[config.mk]
export PLATFORM = sky130hd
export DESIGN_NAME = core_ctrl
export DESIGN_NICKNAME = d
export VERILOG_FILES = /design/src/rtl/core_ctrl.sv
export SDC_FILE = /design/constraint.sdc
export NUM_CORES = 1
export LEC_CHECK = 0
export BUFFER_PORTS_ARGS = -buffer_cell sky130_fd_sc_hd__buf_2
export CORE_UTILIZATION = 40
export DETAILED_ROUTE_END_ITERATION = 10
export PLACE_DENSITY_LB_ADDON = 0.1
export SYNTH_ARGS = -nofsm -noshare
export SYNTH_HDL_FRONTEND = slang
export SYNTH_SLANG_ARGS = --single-unit
[constraint.sdc]
create_clock -name cc_clk -period 6.45 [get_ports cc_clk]
set_clock_uncertainty 0.15 [all_clocks]
set_input_delay 1.29 -clock cc_clk [delete_from_list [all_inputs] [get_ports cc_clk]]
set_output_delay 1.29 -clock cc_clk [all_outputs]
set_load 0.03 [all_outputs]
[src/rtl/core_ctrl.sv]
// core_ctrl: condition-code sequencer between the host start/status interface,
// the memory controller and the processing-unit cluster.
// Ports:
//   cc_clk, cc_reset            clock, asynchronous active-high reset
//   cc_start, cc_length         host start request and last-address index
//   cc_mc_done, cc_mc_data_done memory controller done / end-of-memory flag
//   cc_pu_done                  processing units finished the current batch
//   cc_data_condition           condition code to the memory controller
//   cc_data_length              latched (clamped) length to the memory controller
//   cc_pu_start                 one-cycle launch pulse to the processing units
//   cc_busy, cc_finished        status: running / one-cycle normal completion
//   cc_error                    sticky watchdog abort flag
//   cc_batch_count              batches completed in the current run
module core_ctrl #(
  parameter logic [15:0] TIMEOUT_CYCLES = 16'd1000,
  parameter logic [5:0]  MEM_LENGTH     = 6'd31
) (
  input  logic       cc_clk,
  input  logic       cc_reset,
  input  logic       cc_start,
  input  logic [5:0] cc_length,
  input  logic       cc_mc_done,
  input  logic       cc_mc_data_done,
  input  logic       cc_pu_done,
  output logic [2:0] cc_data_condition,
  output logic [5:0] cc_data_length,
  output logic       cc_pu_start,
  output logic       cc_busy,
  output logic       cc_finished,
  output logic       cc_error,
  output logic [6:0] cc_batch_count
);

  localparam int unsigned WD_W  = 16;
  localparam int unsigned CNT_W = 7;

  localparam logic [2:0] CC_IDLE    = 3'b000;
  localparam logic [2:0] CC_LOAD    = 3'b100;
  localparam logic [2:0] CC_PROCESS = 3'b001;
  localparam logic [2:0] CC_NEXT    = 3'b010;
  localparam logic [2:0] CC_HOLD    = 3'b011;

  typedef enum logic [2:0] {
    S_IDLE, S_STORE, S_FETCH, S_PROC, S_FINISH, S_ABORT1, S_ABORT2, S_ABORT3
  } state_t;

  state_t            state, state_n;
  logic [WD_W-1:0]   wd, wd_n;
  logic              dd, dd_n;
  logic [2:0]        cond_n;
  logic [5:0]        len_n;
  logic              pus_n, busy_n, fin_n, err_n;
  logic [CNT_W-1:0]  cnt_n;
  logic [CNT_W-1:0]  cnt_inc;
  logic              timeout, last_batch;

  assign timeout    = (wd == TIMEOUT_CYCLES - 16'd1);
  assign cnt_inc    = cc_batch_count + CNT_W'(1);
  assign last_batch = (cnt_inc == (CNT_W'(cc_data_length) + CNT_W'(1)));

  // State and registered outputs
  always_ff @(posedge cc_clk or posedge cc_reset) begin
    if (cc_reset) begin
      state             <= S_IDLE;
      wd                <= '0;
      dd                <= 1'b0;
      cc_data_condition <= CC_IDLE;
      cc_data_length    <= '0;
      cc_pu_start       <= 1'b0;
      cc_busy           <= 1'b0;
      cc_finished       <= 1'b0;
      cc_error          <= 1'b0;
      cc_batch_count    <= '0;
    end else begin
      state             <= state_n;
      wd                <= wd_n;
      dd                <= dd_n;
      cc_data_condition <= cond_n;
      cc_data_length    <= len_n;
      cc_pu_start       <= pus_n;
      cc_busy           <= busy_n;
      cc_finished       <= fin_n;
      cc_error          <= err_n;
      cc_batch_count    <= cnt_n;
    end
  end

  // Next state; the output registers show the code of the cycle being entered
  always_comb begin
    state_n = state;
    cond_n  = cc_data_condition;
    len_n   = cc_data_length;
    pus_n   = 1'b0;
    fin_n   = 1'b0;
    err_n   = cc_error;
    cnt_n   = cc_batch_count;
    dd_n    = dd | ((state != S_IDLE) && cc_mc_data_done);
    wd_n    = '0;
    busy_n  = 1'b0;

    case (state)
      S_IDLE: begin
        cond_n = CC_IDLE;
        if (cc_start) begin
          len_n   = (cc_length > MEM_LENGTH) ? MEM_LENGTH : cc_length;
          cnt_n   = '0;
          err_n   = 1'b0;
          dd_n    = 1'b0;
          state_n = S_STORE;
          cond_n  = CC_LOAD;
        end
      end
      S_STORE: begin
        cond_n = CC_LOAD;
        if (cc_mc_done) begin
          state_n = S_FETCH;
          cond_n  = CC_HOLD;
        end else if (timeout) begin
          state_n = S_ABORT1;
          cond_n  = CC_NEXT;
          err_n   = 1'b1;
        end
      end
      S_FETCH: begin
        cond_n = CC_HOLD;
        // wd is zero only in the entry cycle, where mc_done is still stale
        if (cc_mc_done && (wd != '0)) begin
          state_n = S_PROC;
          cond_n  = CC_PROCESS;
          pus_n   = 1'b1;
        end else if (timeout) begin
          state_n = S_ABORT1;
          cond_n  = CC_NEXT;
          err_n   = 1'b1;
        end
      end
      S_PROC: begin
        cond_n = CC_HOLD;
        if (cc_pu_done) begin
          cnt_n = cnt_inc;
          if (last_batch || dd || cc_mc_data_done) begin
            state_n = S_FINISH;
            cond_n  = CC_IDLE;
            fin_n   = 1'b1;
          end else begin
            state_n = S_FETCH;
            cond_n  = CC_NEXT;
          end
        end else if (timeout) begin
          state_n = S_ABORT1;
          cond_n  = CC_NEXT;
          err_n   = 1'b1;
        end
      end
      S_FINISH: begin
        state_n = S_IDLE;
        cond_n  = CC_IDLE;
      end
      S_ABORT1: begin
        state_n = S_ABORT2;
        cond_n  = CC_PROCESS;
      end
      S_ABORT2: begin
        state_n = S_ABORT3;
        cond_n  = CC_IDLE;
      end
      S_ABORT3: begin
        state_n = S_IDLE;
        cond_n  = CC_IDLE;
      end
      default: begin
        state_n = S_IDLE;
        cond_n  = CC_IDLE;
      end
    endcase

    busy_n = (state_n != S_IDLE);
    // Watchdog restarts on every state change and runs only in waiting phases
    if ((state_n == state) &&
        ((state == S_STORE) || (state == S_FETCH) || (state == S_PROC))) begin
      wd_n = wd + WD_W'(1);
    end
  end

endmodule

==> results of run 1 <==
## power by group through the flow
stage / clock network, uW / logic [uW] / registers (uW)
final: 205 / 441 / 378
after global placement: 0 / 441 / 380
after global routing: 222 / 490 / 387
after detailed placement: 0 / 442 / 382
after CTS: 212 / 444 / 377
after floorplan: 0 / 302 / 415
## cell usage after synthesis, types with 3 or more instances
library cell   n  area share
and2_1         3      0.0084
o21ai_0       12       0.027
nor2_1        33       0.055
xor2_1        17       0.067
clkbuf_1       6       0.010
nor3_1        13       0.029
a21oi_1       11       0.025
dfrtp_1       40        0.45
xnor2_1       10       0.039
o22ai_1        3      0.0084
ha_1           4       0.022
nand2b_1       4       0.011
nand4_1        3      0.0084
nor2b_1        5       0.014
and3_1         7       0.020
inv_1          4      0.0067
nand3_1       18       0.040
nand2_1       25       0.042
## metrics by stage
| step | setup WS [ps] | util | instance area (sq um) | total power, uW |
|---|---|---|---|---|
| 3_3_place_gp | 3510 | 0.469 | 2460 | 821 |
| 6_report | 3710 | 0.490 | 2570 | 1020 |
| 4_1_cts | 3770 | 0.490 | 2570 | 1030 |
| 3_5_place_dp | 3480 | 0.469 | 2460 | 824 |
| 5_1_grt | 3540 | 0.490 | 2570 | 1100 |
| 2_1_floorplan | 3870 | - | 2240 | 717 |
## worst max path at each step
| stage | from | to | slack [ps] |
|---|---|---|---|
| final | cc_pu_done | wd[6]$_DFF_PP0_ | 3710 |
| after global routing | cc_pu_done | wd[6]$_DFF_PP0_ | 3540 |
| after CTS | cc_pu_done | wd[6]$_DFF_PP0_ | 3770 |
| after detailed placement | cc_pu_done | cc_busy$_DFF_PP0_ | 3480 |
| after global placement | cc_pu_done | cc_busy$_DFF_PP0_ | 3510 |
| after floorplan | cc_mc_done | wd[0]$_DFF_PP0_ | 3870 |
## metal layers
layer	share of wire	routed length (um)	GRT usage	vias up
li1	-	-	-	939
met1	0.49	2400	0.230	866
met2	0.46	2240	0.281	44
met3	0.034	165	0.0381	9
met4	0.023	113	0.0808	0
met5	0	0	0	-
## flip-flops by register name, summed over array words and instances, names as in the netlist
name	cells
cc_error	1
state	3
cc_data_condition	3
cc_data_length	6
wd	16
cc_busy	1
cc_batch_count	7
cc_pu_start	1
cc_finished	1
dd	1
## cells by family after synthesis
kind of cell    after synthesis  synth area share
compound gates               42             0.122
xor+xnor                     27             0.106
fa+ha+maj                     4            0.0224
buf+inv                      12            0.0207
flops                        40             0.447
mux                           2           0.00894
simple gates                123             0.273
## area by class of cell
type,instances,area [sq um],share of cell area
Tap cell,70,87.6,0.0341
Inverter,4,15.0,0.00585
Timing Repair Buffer,32,163,0.0633
Multi-Input combinational cell,198,1190,0.464
Sequential cell,40,1000,0.390
Clock buffer,5,68.8,0.0268
Clock inverter,3,42.5,0.0166
==> impl_metrics.toml, run 1 <==
[critical_path]
crit_path_end_kind = "flip-flop"
path_cells = "buf_2, nand2_1, nand2_1, a21oi_1, o21ai_0, nand3_1, a21o_1, nor3_1"
r2r_start = "wd[0]$_DFF_PP0_"
worstPathArrival_ps = 2740
crit_fanout = 16
cp_num_buf_inv = 1
crit_type = "primary input to flip-flop"
startpoint_type = "primary input"
ff2ff_path_depth = 8
reg2reg_to = "wd[6]$_DFF_PP0_"
cpPeakStageDelay_ps = 460
worstPathRequired_ps = 6450
path_depth = 8
r2r_slack_ps = 3770
slowest_stage = "a21o_1"
crit_family = "compound AO/OA/AOI/OAI gates"
cpMostUsedCell = "nand2_1"

[finish]
final_common_cell = "dfrtp_1"
final_net_count = 297
area_growth_pct = 14.8
layout_common_cells = "dfrtp_1, nor2_1, buf_2"
drive_gt1_frac = 0.174
antenna_cells = 0
final_cell_count_no_fill = 352
fill_cells = 502

[timing]
fmax_ghz = 0.365
rsz0062_at_grt = "false"
hold_viol_final = 0
setup-tns-final_ps = 0
finalSetupViolCount = 0
layout_min_cycle_time_ps = 2740
worst_slew_pin_slew_ps = 726
slew_headroom = 0.516
slew_violations = 0
whs_ps = 353
min_period_over_period = 0.425

[run]
cap_violations = 0

[pwr]
cellLeakagePower_uw = 0.00117
swShare = 0.434
p_per_area_mw_per_mm2 = 399
vdd_drop_max_v = 0.000145
sequentialPowerShare = 0.369
p_comb_frac = 0.431
p_sw_uw = 445
p_int_uw = 579
clkPwrFrac = 0.200

[clock_tree]
clock-root-buffer = "clkbuf_8"
numCtsBuffers = 5
cts_tree = "built"
cts_hold_buf = 0
clkLatencyLatePin_ps = 300
postCtsSetupBuffers = 0
cts_resized = 0
cts_max_level = 2
cts.sinks = 40
clk_path_buf_depth = 2
cts.clk_slew.worst_paths_ps = 80

[placement]
hpwl_mm = 3.44
placed_cells = 344
portBuffers = 31
gp_congestion = 0.850

[hold_path]
hp-start = "cc_error$_DFFE_PP0P_"
hold_path.class = "flip-flop to flip-flop"
whs_path_depth = 1
min_to = "cc_error$_DFFE_PP0P_"

[synth]
async_reset_ff_frac = 1.00
syn_inst = 250
synth_seq_area_share = 0.447
ys_ff_latch = 40
synthesis.nets = 266
synth_cell_types = 42
netlist_area_sq_mm = 0.00224
synth_edf_count = 0
yosys_warnings = 0
synth_flop_cell = "dfrtp_1"
synth_area_per_cell_sq_um = 8.95

[die]
die_x_um = 76.8
num_rows = 26
fp.dieH_um = 76.8
start_util = 0.427
core_region_area_sq_mm = 0.00524
dieArea_sq_mm = 0.00590
pin_count = 32

[drt]
drtAntennaViolNets = 0
vias = 1858
drc = 0
dr.first_iter.drc_count = 88
wire_per_inst_um = 14.0
wl_mm = 4.92
dr.pass1.iters = 4
viasPerCell = 5.28

[global_routing]
antenna_found_initial = 0
grt_overflow = 0
grt_max_degree = 41
grt_pass1_vias = 1702
gr-usage-all-layers = 0.177
grt_pass1_wl_mm = 8.23

[outcome]
outcome = "finished clean"
Power figures use the tool's default switching activity.
==> run 2, diff against run 1 <==
Clock period 6.45 ns to 2.6 ns, I/O delays scaled along.
==> run 2 against run 1 <==
Compared with the run above: setup slack got worse by 3600 ps; global-route usage grew 0.13 points; first-iteration DRC count rose by 5.7%; critical path depth unchanged; sequential share of layout area fell by 1.2 points; clock power up 110%.
==> impl_metrics.toml, run 2 (synthesized netlist as in run 1, its figures left out) <==
[die]
num_rows = 26
core_region_area_sq_mm = 0.00524
pin_count = 32
fp.dieH_um = 76.8
dieArea_sq_mm = 0.00590
die_x_um = 76.8
start_util = 0.427

[clock_tree]
cts_max_level = 2
cts_tree = "built"
clock-root-buffer = "clkbuf_8"
clkLatencyLatePin_ps = 290
numCtsBuffers = 5
clk_path_buf_depth = 2
cts.sinks = 40
cts.clk_slew.worst_paths_ps = 70

[drt]
dr.first_iter.drc_count = 93
viasPerCell = 5.09
drtAntennaViolNets = 0
drc = 0
dr.pass1.iters = 4
wl_mm = 4.73
wire_per_inst_um = 13.0
vias = 1857

[critical_path]
path_depth = 8
crit_path_end_kind = "flip-flop"
r2r_start = "wd[1]$_DFF_PP0_"
cp_num_buf_inv = 0
reg2reg_to = "cc_busy$_DFF_PP0_"
crit_family = "simple AND/OR/NAND/NOR gates"
path_cells = "ha_2, and4_4, nand4_1, nor3_4, a21oi_2, o21ai_1, nand3_1, or4_1"
worstPathArrival_ps = 2470
r2r_slack_ps = 150
ff2ff_path_depth = 8
crit_fanout = 6
crit_type = "flip-flop to flip-flop"
cpPeakStageDelay_ps = 520
slowest_stage = "or4_1"
worstPathRequired_ps = 2620
startpoint_type = "flip-flop"

[finish]
layout_common_cells = "dfrtp_1, nor2_1, buf_2"
final_common_cell = "dfrtp_1"
drive_gt1_frac = 0.210
antenna_cells = 0
area_growth_pct = 18.4
fin_util = 0.506
largest_reg_flops = 16
final_net_count = 310
regMostFlops = "wd"
top_regs = "wd x16, cc_batch_count x7, cc_data_length x6"
fill_cells = 531

[placement]
portBuffers = 31
dpl_worst_slack_ps = 112
gp_congestion = 0.857
hpwl_mm = 3.45

[global_routing]
grt_pass1_vias = 1795
grt_pass1_wl_mm = 8.49
gr-usage-all-layers = 0.179
grt_overflow = 0
antenna_found_initial = 0
grt_max_degree = 41

[timing]
whs_ps = 190
setup-tns-final_ps = 0
finalSetupViolCount = 0
setup_slack_ps = 146
slew_violations = 0
slew_headroom = 0.662
worst_slew_pin_slew_ps = 506
min_period_over_period = 0.944
fmax_ghz = 0.407
layout_min_cycle_time_ps = 2450
hold_viol_final = 0

[pwr]
cellLeakagePower_uw = 0.00122
power_uw = 2540
p_per_area_mw_per_mm2 = 957
vdd_drop_max_v = 0.000340

[outcome]
outcome = "finished clean"

[run]
cap_violations = 0

[hold_path]
hold_path.class = "primary input to asynchronous set/reset pin"
==> run 2: worst max-delay path by stage <==
stage | to | startpoint
after floorplan | state[1]$_DFF_PP0_ | cc_batch_count[0]$_DFFE_PP0P_
after global routing | cc_busy$_DFF_PP0_ | wd[1]$_DFF_PP0_
after detailed placement | cc_busy$_DFF_PP0_ | wd[0]$_DFF_PP0_
after CTS | cc_busy$_DFF_PP0_ | wd[0]$_DFF_PP0_
after global placement | cc_busy$_DFF_PP0_ | wd[3]$_DFF_PP0_
final | cc_busy$_DFF_PP0_ | wd[1]$_DFF_PP0_
==> run 2: what timing repair did <==
| action | CTS | global route |
|---|---|---|
| hold buffers | 0 | 0 |
| setup endpoints to repair | 0 | 5 |
| hold endpoints to repair | 0 | 0 |
| resized for setup | 0 | 2 |
| setup buffers | 0 | 4 |
==> run 2: worst reg2reg max path, cell delays in order (launching register included) <==
cell and delay (ps):
dfrtp_1 390, ha_2 230, and4_4 250, nand4_1 150, nor3_4 320, a21oi_2 80
o21ai_1 130, nand3_1 100, or4_1 520
==> run 2: cell type report <==
| cell class | instances | area, sq um | share of cell area |
|---|---|---|---|
| clock buffers | 8 | 90.1 | 0.0340 |
| inverters | 4 | 15.0 | 0.00567 |
| multi-input cells | 198 | 1200 | 0.451 |
| flip-flops and latches | 40 | 1000 | 0.378 |
| well taps | 70 | 87.6 | 0.0331 |
| repair buffers | 45 | 260 | 0.0982 |
==> run 2: power by group <==
part / leakage (uW) / total [uW] / internal [uW] / switching, uW
Combinational: 0.000658 / 1220 / 481 / 741
Clock: 0.0000455 / 423 / 216 / 206
Sequential: 0.000522 / 890 / 749 / 141
==> run 2: per-layer routing <==
metal	up-vias	share of wire	GRT usage
li1	954	-	-
met1	867	0.50	0.249
met2	29	0.46	0.274
met3	7	0.026	0.0381
met4	0	0.012	0.0577
met5	-	0	0
==> run 2: stage by stage <==
stage / std cells / area, sq um
2_1_floorplan: 250 / 2240
3_3_place_gp: 353 / 2520
3_5_place_dp: 353 / 2520
4_1_cts: 361 / 2620
5_1_grt: 365 / 2650
6_report: 365 / 2650
